File: config.mk
export PLATFORM = sky130hd
export DESIGN_NAME = store_rmw_unit_flat
export DESIGN_NICKNAME = d
export VERILOG_FILES = /design/src/rtl/store_rmw_unit_if.sv /design/src/rtl/store_rmw_unit.sv /design/src/flat_wrapper.sv
export SDC_FILE = /design/constraint.sdc
export NUM_CORES = 1
export LEC_CHECK = 0
export BUFFER_PORTS_ARGS = -buffer_cell sky130_fd_sc_hd__buf_2
export CORE_MARGIN = 2
export CORE_UTILIZATION = 50
export DETAILED_ROUTE_END_ITERATION = 8
export GPL_ROUTABILITY_DRIVEN = 0
export PLACE_DENSITY_LB_ADDON = 0.08
export SLEW_MARGIN = 5
export SYNTH_ARGS = -nofsm -noshare
export SYNTH_HDL_FRONTEND = slang
export SYNTH_SLANG_ARGS = --single-unit
File: constraint.sdc
create_clock -name clk -period 2.65 [get_ports clk]
set_clock_uncertainty 0.2 [all_clocks]
set_input_delay 0.53 -clock clk [delete_from_list [all_inputs] [get_ports clk]]
set_output_delay 0.53 -clock clk [all_outputs]
set_load 0.01 [all_outputs]
File: src/rtl/store_rmw_unit_if.sv
// Control-unit and data-memory signal bundle for store_rmw_unit.
// The slave modport is the unit's view and the master modport is the environment's view.
interface store_rmw_unit_if;
   logic        start;
   logic [2:0]  funct3;
   logic [63:0] addr;
   logic [63:0] store_data;
   logic [63:0] mem_rdata;
   logic [63:0] mem_addr;
   logic [63:0] mem_wdata;
   logic        mem_we;
   logic        busy;
   logic        done;
   logic        misalign;

   modport master (
      output start, funct3, addr, store_data, mem_rdata,
      input  mem_addr, mem_wdata, mem_we, busy, done, misalign
   );

   modport slave (
      input  start, funct3, addr, store_data, mem_rdata,
      output mem_addr, mem_wdata, mem_we, busy, done, misalign
   );
endinterface

File: src/rtl/store_rmw_unit.sv
// Store unit for a 64-bit memory without byte enables: sb/sh/sw read-merge-write, sd writes directly.
// Define STORE_RMW_MISALIGN_TRAP_EN to reject misaligned sh/sw/sd with a misalign pulse.
module store_rmw_unit #(
   parameter int READ_LAT = 1
) (
   input logic             clk,
   input logic             reset,
   store_rmw_unit_if.slave bus
);
   typedef enum logic [2:0] {
      ST_IDLE  = 3'd0,
      ST_READ  = 3'd1,
      ST_WRITE = 3'd2,
      ST_DONE  = 3'd3,
      ST_MISAL = 3'd4
   } state_t;

   localparam logic [2:0] LAT_LAST = 3'(READ_LAT - 1);
`ifdef STORE_RMW_MISALIGN_TRAP_EN
   localparam logic TRAP_EN = 1'b1;
`else
   localparam logic TRAP_EN = 1'b0;
`endif

   function automatic logic misaligned(input logic [1:0] f3, input logic [2:0] a);
      logic res;
      case (f3)
         2'd0:    res = 1'b0;
         2'd1:    res = a[0];
         2'd2:    res = (a[1:0] != 2'd0);
         default: res = (a != 3'd0);
      endcase
      return res;
   endfunction

   // Replicating the datum across the word lines it up with any naturally aligned lane group.
   function automatic logic [63:0] merge(input logic [1:0] f3, input logic [2:0] off,
                                         input logic [63:0] old, input logic [63:0] sd);
      logic [7:0]  lanes;
      logic [63:0] rep;
      logic [63:0] res;
      case (f3)
         2'd0: begin
            lanes = 8'b0000_0001 << off;
            rep   = {8{sd[7:0]}};
         end
         2'd1: begin
            lanes = 8'b0000_0011 << {off[2:1], 1'b0};
            rep   = {4{sd[15:0]}};
         end
         2'd2: begin
            lanes = 8'b0000_1111 << {off[2], 2'b00};
            rep   = {2{sd[31:0]}};
         end
         default: begin
            lanes = 8'hFF;
            rep   = sd;
         end
      endcase
      for (int k = 0; k < 8; k++) begin
         res[8*k +: 8] = lanes[k] ? rep[8*k +: 8] : old[8*k +: 8];
      end
      return res;
   endfunction

   state_t      state_r, state_s;
   logic        accept_s, trap_s;
   logic [1:0]  f3_r;
   logic [2:0]  off_r;
   logic [2:0]  cnt_r;
   logic [63:0] data_r;
   logic [63:0] mem_addr_r, mem_wdata_r;
   logic        mem_we_r, busy_r, done_r, misalign_r;

   // State register.
   always_ff @(posedge clk) begin
      if (reset) begin
         state_r <= ST_IDLE;
      end else begin
         state_r <= state_s;
      end
   end

   // Next-state logic and request acceptance.
   always_comb begin
      state_s  = state_r;
      accept_s = 1'b0;
      trap_s   = 1'b0;
      case (state_r)
         ST_IDLE: begin
            if (bus.start && !bus.funct3[2]) begin
               accept_s = 1'b1;
               trap_s   = TRAP_EN && misaligned(bus.funct3[1:0], bus.addr[2:0]);
               if (trap_s) begin
                  state_s = ST_MISAL;
               end else if (bus.funct3[1:0] == 2'd3) begin
                  state_s = ST_WRITE;
               end else begin
                  state_s = ST_READ;
               end
            end else begin
               state_s = ST_IDLE;
            end
         end
         ST_READ: begin
            if (cnt_r == LAT_LAST) begin
               state_s = ST_WRITE;
            end else begin
               state_s = ST_READ;
            end
         end
         ST_WRITE: state_s = ST_DONE;
         ST_DONE:  state_s = ST_IDLE;
         ST_MISAL: state_s = ST_IDLE;
         default:  state_s = ST_IDLE;
      endcase
   end

   // Request capture, read-latency counter, merge and registered outputs.
   always_ff @(posedge clk) begin
      if (reset) begin
         f3_r        <= 2'd0;
         off_r       <= 3'd0;
         cnt_r       <= 3'd0;
         data_r      <= 64'd0;
         mem_addr_r  <= 64'd0;
         mem_wdata_r <= 64'd0;
         mem_we_r    <= 1'b0;
         busy_r      <= 1'b0;
         done_r      <= 1'b0;
         misalign_r  <= 1'b0;
      end else begin
         mem_we_r   <= (state_s == ST_WRITE);
         busy_r     <= (state_s != ST_IDLE);
         done_r     <= (state_s == ST_DONE);
         misalign_r <= (state_s == ST_MISAL);
         if (accept_s && !trap_s) begin
            f3_r       <= bus.funct3[1:0];
            off_r      <= bus.addr[2:0];
            data_r     <= bus.store_data;
            mem_addr_r <= {bus.addr[63:3], 3'b000};
            cnt_r      <= 3'd0;
            if (bus.funct3[1:0] == 2'd3) begin
               mem_wdata_r <= bus.store_data;
            end
         end else if (state_r == ST_READ) begin
            // Read data is valid only on the last READ cycle, so merge straight from the bus.
            if (cnt_r == LAT_LAST) begin
               mem_wdata_r <= merge(f3_r, off_r, bus.mem_rdata, data_r);
            end else begin
               cnt_r <= cnt_r + 3'd1;
            end
         end
      end
   end

   assign bus.mem_addr  = mem_addr_r;
   assign bus.mem_wdata = mem_wdata_r;
   assign bus.mem_we    = mem_we_r;
   assign bus.busy      = busy_r;
   assign bus.done      = done_r;
   assign bus.misalign  = misalign_r;
endmodule

File: src/flat_wrapper.sv
// flat-port wrapper written by rule: the top's interface ports become plain ports
module store_rmw_unit_flat 
#(
   parameter int READ_LAT = 1
)
  (clk, reset, bus_start, bus_funct3, bus_addr, bus_store_data, bus_mem_rdata, bus_mem_addr, bus_mem_wdata, bus_mem_we, bus_busy, bus_done, bus_misalign);
  store_rmw_unit_if bus_i ();
  input logic clk;
  input logic reset;
  input wire logic [$bits(bus_i.start)-1:0] bus_start;
  input wire logic [$bits(bus_i.funct3)-1:0] bus_funct3;
  input wire logic [$bits(bus_i.addr)-1:0] bus_addr;
  input wire logic [$bits(bus_i.store_data)-1:0] bus_store_data;
  input wire logic [$bits(bus_i.mem_rdata)-1:0] bus_mem_rdata;
  output wire logic [$bits(bus_i.mem_addr)-1:0] bus_mem_addr;
  output wire logic [$bits(bus_i.mem_wdata)-1:0] bus_mem_wdata;
  output wire logic [$bits(bus_i.mem_we)-1:0] bus_mem_we;
  output wire logic [$bits(bus_i.busy)-1:0] bus_busy;
  output wire logic [$bits(bus_i.done)-1:0] bus_done;
  output wire logic [$bits(bus_i.misalign)-1:0] bus_misalign;
  assign bus_i.start = bus_start;
  assign bus_i.funct3 = bus_funct3;
  assign bus_i.addr = bus_addr;
  assign bus_i.store_data = bus_store_data;
  assign bus_i.mem_rdata = bus_mem_rdata;
  assign bus_mem_addr = bus_i.mem_addr;
  assign bus_mem_wdata = bus_i.mem_wdata;
  assign bus_mem_we = bus_i.mem_we;
  assign bus_busy = bus_i.busy;
  assign bus_done = bus_i.done;
  assign bus_misalign = bus_i.misalign;
  store_rmw_unit #(.READ_LAT(READ_LAT)) u_core (.clk(clk), .reset(reset), .bus(bus_i));
endmodule
==> qor.yml, run 1 <==
cts:
  cts_made_buffers: 22
  clockBufferDepth: 3
  clk_latency_ps: 500
  cts_tree: "built"
  cts_hold_buffers: 0
  h-tree-depth: 1
  post_cts_buffers: 0
  cts.sinks: 202
  cts_resized: 0
  clk_pin_slew_ps: 60
  clockRootBuffer: "clkbuf_16"
yosys:
  synth.distinct_cells: 49
  syn_inst: 1127
  syn_area_sq_um: 9135
  synth_area_per_cell_sq_um: 8.106
  yosysWarnings: 0
  ys.flop_type: "dfxtp_1"
  synth-seq-cells: 202
  ys_async_sr_fraction_pct: 0
  synth_edf_count: 0
  ys_seq_area_share_pct: 44.27
setup_path:
  arrival_ps: 2530
  startpoint_type: "flip-flop"
  path_class: "reg -> reg"
  crit_slowest_cell: "dfxtp_2"
  path_buf_inv: 0
  critPathCaptureType: "flip-flop"
  cp.required_ps: 2860
  crit_family: "compound AO/OA/AOI/OAI gates"
  path_max_fanout: 20
  cp_slowest_stage_delay_ps: 590
  worstPathCellList: "a21bo_2 -> a21boi_4 -> o211ai_1 -> a311oi_1"
route:
  drcViolationCount: 0
  viasPerCell: 5.519
  drt-total-wl_um: 29030
  drtPass1Iterations: 5
  antenna_left: 0
  drt_iter0_drc: 627
  num_vias: 9139
  wire_per_inst_um: 17.53
cells_and_area:
  finalNetCount: 1612
  final_util_pct: 64.62
  areaGrowthSynthToFinish_pct: 27.06
  design_area_sq_um: 11610
  instances_no_fill: 1656
  layout-drive-gt1-share_pct: 29.45
placement:
  port_buffers: 325
  dp_hpwl_um: 20140
  dp_cells: 1617
  post_dp_cell_area_sq_um: 10910
  dp_slack_ps: 315.2
power_and_ir_drop:
  power.leakage_nw: 4.932
  peakVddDrop_uv: 534.2
  power.density_nw_per_um2: 670.6
floorplanning:
  die_x_um: 139.2
  die_h_um: 139.2
  io_pins: 330
  start_util_pct: 50.85
  coreArea_sq_um: 17960
  die_area_sq_um: 19370
  placementRows: 49
hold_path:
  hold_path.class: "in -> reg"
timing:
  period_minus_slack_ps: 2323
  setup_violations: 0
  finalWorstSetupSlack_ps: 326.6
  rsz0062_at_grt: "false"
  finalMaxSlewViolations: 0
  final-hold-violation-count: 0
  fmax_mhz: 430.4
  setup_tns_ps: 0
  max_slew_margin_pct: 55.12
  tightest_slew_ps: 673.3
  fin_crit_sh_pct: 87.68
global_route:
  grt_max_degree: 146
  grt_pass1_wl_um: 45800
  grt_pass1_vias: 8606
  antenna_found_initial: 2
  grt_util_all_layers_pct: 28.86
  grt.overflow.total: 0
outcome:
  status: "finished, final reports clean"
flow_run:
  cap_violations: 0
-- power by group --
part / total, mW / internal [mW] / switching (mW) / leakage (nW)
Combinational: 1.42 / 0.578 / 0.840 / 2.93
Sequential: 3.43 / 3.27 / 0.163 / 1.65
Clock: 2.93 / 1.72 / 1.21 / 0.348
-- routing by layer --
layer  vias to the layer above  track usage, %  wire length [um]
met1                      4195           40.77             12890
li1                       4510               -                 -
met2                       384           45.92             13340
met3                        48           4.213              2095
met5                         -               0                13
met4                         2           8.878               693
-- kinds of logic (layout without fill, tap and decap cells) --
group | count (synthesis) | count (layout) | share of synthesized area (%)
buffers and inverters | 107 | 403 | 5.835
AND/OR/NAND/NOR | 452 | 452 | 20.98
other | 1 | 5 | 0.04105
XOR/XNOR | 1 | 1 | 0.09589
AO/OA/AOI/OAI | 322 | 322 | 24.12
multiplexers | 40 | 40 | 4.383
adder cells (fa/ha/maj) | 2 | 2 | 0.2739
flip-flops | 202 | 202 | 44.27
-- metrics by stage --
step / power (mW) / hold slack (ps)
2_1_floorplan: 4.325 / 235.7
3_3_place_gp: 4.885 / 238.8
3_5_place_dp: 4.904 / 243.5
4_1_cts: 7.816 / 62.50
5_1_grt: 8.120 / 64.38
6_report: 7.784 / 72.37
-- layout by cell type, fill, tap and decap left out, drive strengths merged, types with 4 or more instances in the layout --
master,Yosys,final
o32a,7,7
mux2i,40,40
nor2b,10,10
dfxtp,202,202
inv,4,4
and3,9,9
a21o,12,12
o211ai,24,24
a311oi,25,25
a211oi,39,39
o41ai,8,8
nand3b,9,9
buf,60,361
nand2b,6,6
o221ai,15,15
conb,1,4
nand3,28,28
clkinv,0,6
nand2,277,277
nor2,92,92
a21oi,143,143
o21ai,20,20
nor3,12,12
clkbuf,43,32
a211o,22,22
-- Yosys cell counts, types with 2 or more instances --
cell	number	area, sq um
nor2_1	92	345.3
buf_6	4	45.04
nand3b_1	9	67.56
o221ai_1	15	131.4
and3_1	9	56.30
a311oi_1	25	219.0
a211oi_1	39	292.8
nor3b_1	2	15.01
nand2_1	274	1028
o21ai_0	16	80.08
a211o_1	22	192.7
clkbuf_1	43	161.4
o21ai_2	3	26.28
nand2_2	2	12.51
nand2b_4	2	27.53
o211ai_1	24	180.2
mux2i_1	40	400.4
ha_1	2	25.02
buf_1	3	11.26
nor2b_1	10	62.56
dfxtp_1	202	4044
and2_1	2	12.51
nor3_1	12	60.06
a21oi_1	143	715.7
o32a_1	7	70.07
inv_1	4	15.01
nand2b_1	4	25.02
buf_4	14	105.1
a21o_1	12	90.09
buf_2	39	195.2
nand3_1	27	135.1
o41ai_2	8	130.1
-- state kept, by name, indices dropped and copies added, names as in the netlist --
register	flops
u_core.bus.busy	1
u_core.bus.mem_wdata	64
u_core.bus.mem_addr	61
u_core.f3_r	2
u_core.bus.done	1
u_core.cnt_r	3
u_core.off_r	3
u_core.data_r	64
u_core.bus.mem_we	1
u_core.state_r	2
-- worst paths after layout --
kind                                               from                  endpoint  slack [ps]  cells after the start
worst max-delay path                     u_core.f3_r[0]  u_core.bus.mem_wdata[15]         330                      4
worst min-delay path                       bus_addr[61]   u_core.bus.mem_addr[61]          70                      3
worst max register to register           u_core.f3_r[0]  u_core.bus.mem_wdata[15]         330                      4
worst min register to register  u_core.bus.mem_addr[11]   u_core.bus.mem_addr[11]         250                      2
-- worst register-to-register path, stage by stage, from the launching register on --
cell and delay [ps]:
dfxtp_2 590, a21bo_2 460, a21boi_4 510, o211ai_1 170, a311oi_1 300
-- area by class of cell --
cell class / count / area (sq um)
Multi-Input combinational cell: 821 / 4586
Timing Repair Buffer: 361 / 1978
Sequential cell: 202 / 4046
Tap cell: 229 / 286.5
Inverter: 4 / 15.01
Antenna cell: 1 / 2.502
Clock buffer: 32 / 659.4
Fill cell: 1599 / 6356
Clock inverter: 6 / 33.78
Power figures use the tool's default switching activity.
==> run 2: changes to the inputs <==
CORE_UTILIZATION = 51   (was 50)
CTS_BUF_LIST = sky130_fd_sc_hd__clkbuf_4 sky130_fd_sc_hd__clkbuf_8   (was default)
==> run 2 against run 1 <==
Net effect: first-iteration DRC count rose by 12%; final cell count rose by 1.1%; fmax rose by 0.11%; sequential power barely moved; power rose by 0.50%; register-to-register slack barely moved; count of clock-buffer cells in the layout rose by 22; critical path depth rose by 3; core utilization rose by 2.4 points; global-route usage fell by 0.42 points.
==> qor.yml, run 2 (synthesis results as in run 1) <==
floorplanning:
  die_area_sq_um: 19000  # -1.9%
  placementRows: 48  # -2.0%
  io_pins: 330  # unchanged
  die_h_um: 137.8  # -0.96%
  coreArea_sq_um: 17420  # -3.0%
  start_util_pct: 52.45  # +1.6 points
  die_x_um: 137.8  # -0.96%
route:
  wire_per_inst_um: 17.07  # -2.7%
  num_vias: 9250  # +1.2%
  drcViolationCount: 0  # unchanged
  viasPerCell: 5.522  # about the same
  drt_iter0_drc: 700  # +12%
  antenna_left: 0  # unchanged
  drt-total-wl_um: 28590  # -1.5%
  drtPass1Iterations: 5  # unchanged
timing:
  rsz0062_at_grt: "false"
  final-hold-violation-count: 0  # unchanged
  max_slew_margin_pct: 54.48  # -0.64 points
  tightest_slew_ps: 682.8  # +9.553 ps
  setup_tns_ps: 0  # unchanged
  fin_crit_sh_pct: 87.58  # -0.095 points
  finalMaxSlewViolations: 0  # unchanged
  fmax_mhz: 430.9  # +0.11%
  period_minus_slack_ps: 2321  # -2.508 ps
  setup_violations: 0  # unchanged
power_and_ir_drop:
  power_mw: 7.823  # +0.50%
  peakVddDrop_uv: 443.4  # -17%
  power.density_nw_per_um2: 670.3  # about the same
  power.leakage_nw: 4.990  # +1.2%
cells_and_area:
  finalNetCount: 1625  # +0.81%
  areaGrowthSynthToFinish_pct: 27.76
  ff_latch_area_sq_um: 4046  # unchanged
  layout_common_cells: "buf_2, nand2_1, dfxtp_1"
  multi_input_area_sq_um: 4586  # unchanged
  num-fill-cells: 1567  # -2.0%
  layout_commonest_cell: "buf_2"
  layout-drive-gt1-share_pct: 30.85  # +1.4 points
cts:
  clk_latency_ps: 510  # about the same
  cts_made_buffers: 35  # +59%
  cts_hold_buffers: 0  # unchanged
  clockRootBuffer: "clkbuf_8"
  clk_pin_slew_ps: 60  # about the same
  cts.sinks: 202  # unchanged
  h-tree-depth: 2  # +1
  cts_tree: "built"
  post_cts_buffers: 0  # unchanged
  clockBufferDepth: 3  # unchanged
  cts_resized: 0  # unchanged
global_route:
  grt_pass1_wl_um: 42970  # -6.2%
  antenna_found_initial: 1  # -1
  grt_util_all_layers_pct: 28.44  # -0.42 points
  grt.overflow.total: 0  # unchanged
  grt_pass1_vias: 8214  # -4.6%
  grt_max_degree: 128  # -12%
placement:
  port_buffers: 325  # unchanged
  dp_hpwl_um: 19910  # -1.1%
setup_path:
  worstPathCellList: "inv_1 -> ha_1 -> nand2b_4 -> or3b_1 -> buf_4 -> and2_4 -> o41ai_2"
  arrival_ps: 2530  # about the same
  crit_slowest_cell: "or3b_1"
  crit_family: "simple AND/OR/NAND/NOR gates"
  path_max_fanout: 31  # +55%
  critPathCaptureType: "flip-flop"
  cp_slowest_stage_delay_ps: 430  # -160 ps
  path_class: "reg -> reg"
  path_buf_inv: 2  # +2
  ff2ff_setup_slack_ps: 330  # about the same
  cp.required_ps: 2860  # about the same
  startpoint_type: "flip-flop"
flow_run:
  cap_violations: 0  # unchanged
outcome:
  status: "finished, final reports clean"
hold_path:
  hold_path.class: "in -> reg"
## run 2: changes by cell type in the layout (fill, tap and decap cells not counted)
| cell | previous run | this run |
|---|---|---|
| bufinv_16 | 0 | 1 |
| clkbuf_16 | 23 | 0 |
| buf_12 | 6 | 8 |
| clkinvlp_4 | 0 | 1 |
| buf_4 | 30 | 28 |
| clkbuf_1 | 4 | 0 |
| clkinv_4 | 1 | 0 |
| clkbuf_8 | 5 | 43 |
| clkbuf_4 | 0 | 11 |
## run 2: final cells by class
cell class,count,area share [%]
flip-flops and latches,202,34.67
repair buffers,361,17.16
diodes,1,0.02144
clock buffers,54,5.778
well taps,225,2.412
multi-input cells,821,39.29
inverters,4,0.1286
clock inverters,7,0.5360
## run 2: worst paths after layout
kind,start,endpoint,cells past startpoint
setup reg to reg,u_core.cnt_r[0],u_core.bus.mem_wdata[3],7
setup / recovery,u_core.cnt_r[0],u_core.bus.mem_wdata[3],7
hold / removal,bus_addr[49],u_core.bus.mem_addr[49],3
hold reg to reg,u_core.bus.mem_addr[55],u_core.bus.mem_addr[55],2
## run 2: worst min-delay path: cells and delay by family
family                 cells  cell delay, ps
AO/OA/AOI/OAI              1              50
buffers and inverters      1              90
AND/OR/NAND/NOR            1              40
## run 2: power breakdown
| part | leakage (nW) | switching, mW | internal [mW] |
|---|---|---|---|
| logic | 2.95 | 0.842 | 0.585 |
| registers | 1.65 | 0.152 | 3.27 |
| clock network | 0.394 | 1.26 | 1.72 |
## run 2: layer usage
| metal | up-vias | wire length, um | GRT usage [%] |
|---|---|---|---|
| met3 | 41 | 2297 | 5.445 |
| met4 | 0 | 530 | 7.880 |
| li1 | 4539 | - | - |
| met5 | - | 0 | 0 |
| met2 | 379 | 13230 | 44.83 |
| met1 | 4291 | 12530 | 39.84 |
## run 2: stage by stage
step	instances	hold slack, ps	worst slack [ps]	util, %	instance area (sq um)
finish	1675	54.97	329.1	67.01	11670
global route	1675	42.04	244.8	67.01	11670
CTS	1674	35.52	320.1	67.00	11670
detailed placement	1613	243.6	309.1	62.77	10930
global placement	1613	238.7	355.3	62.77	10930
floorplan	1130	235.7	628.4	-	9146
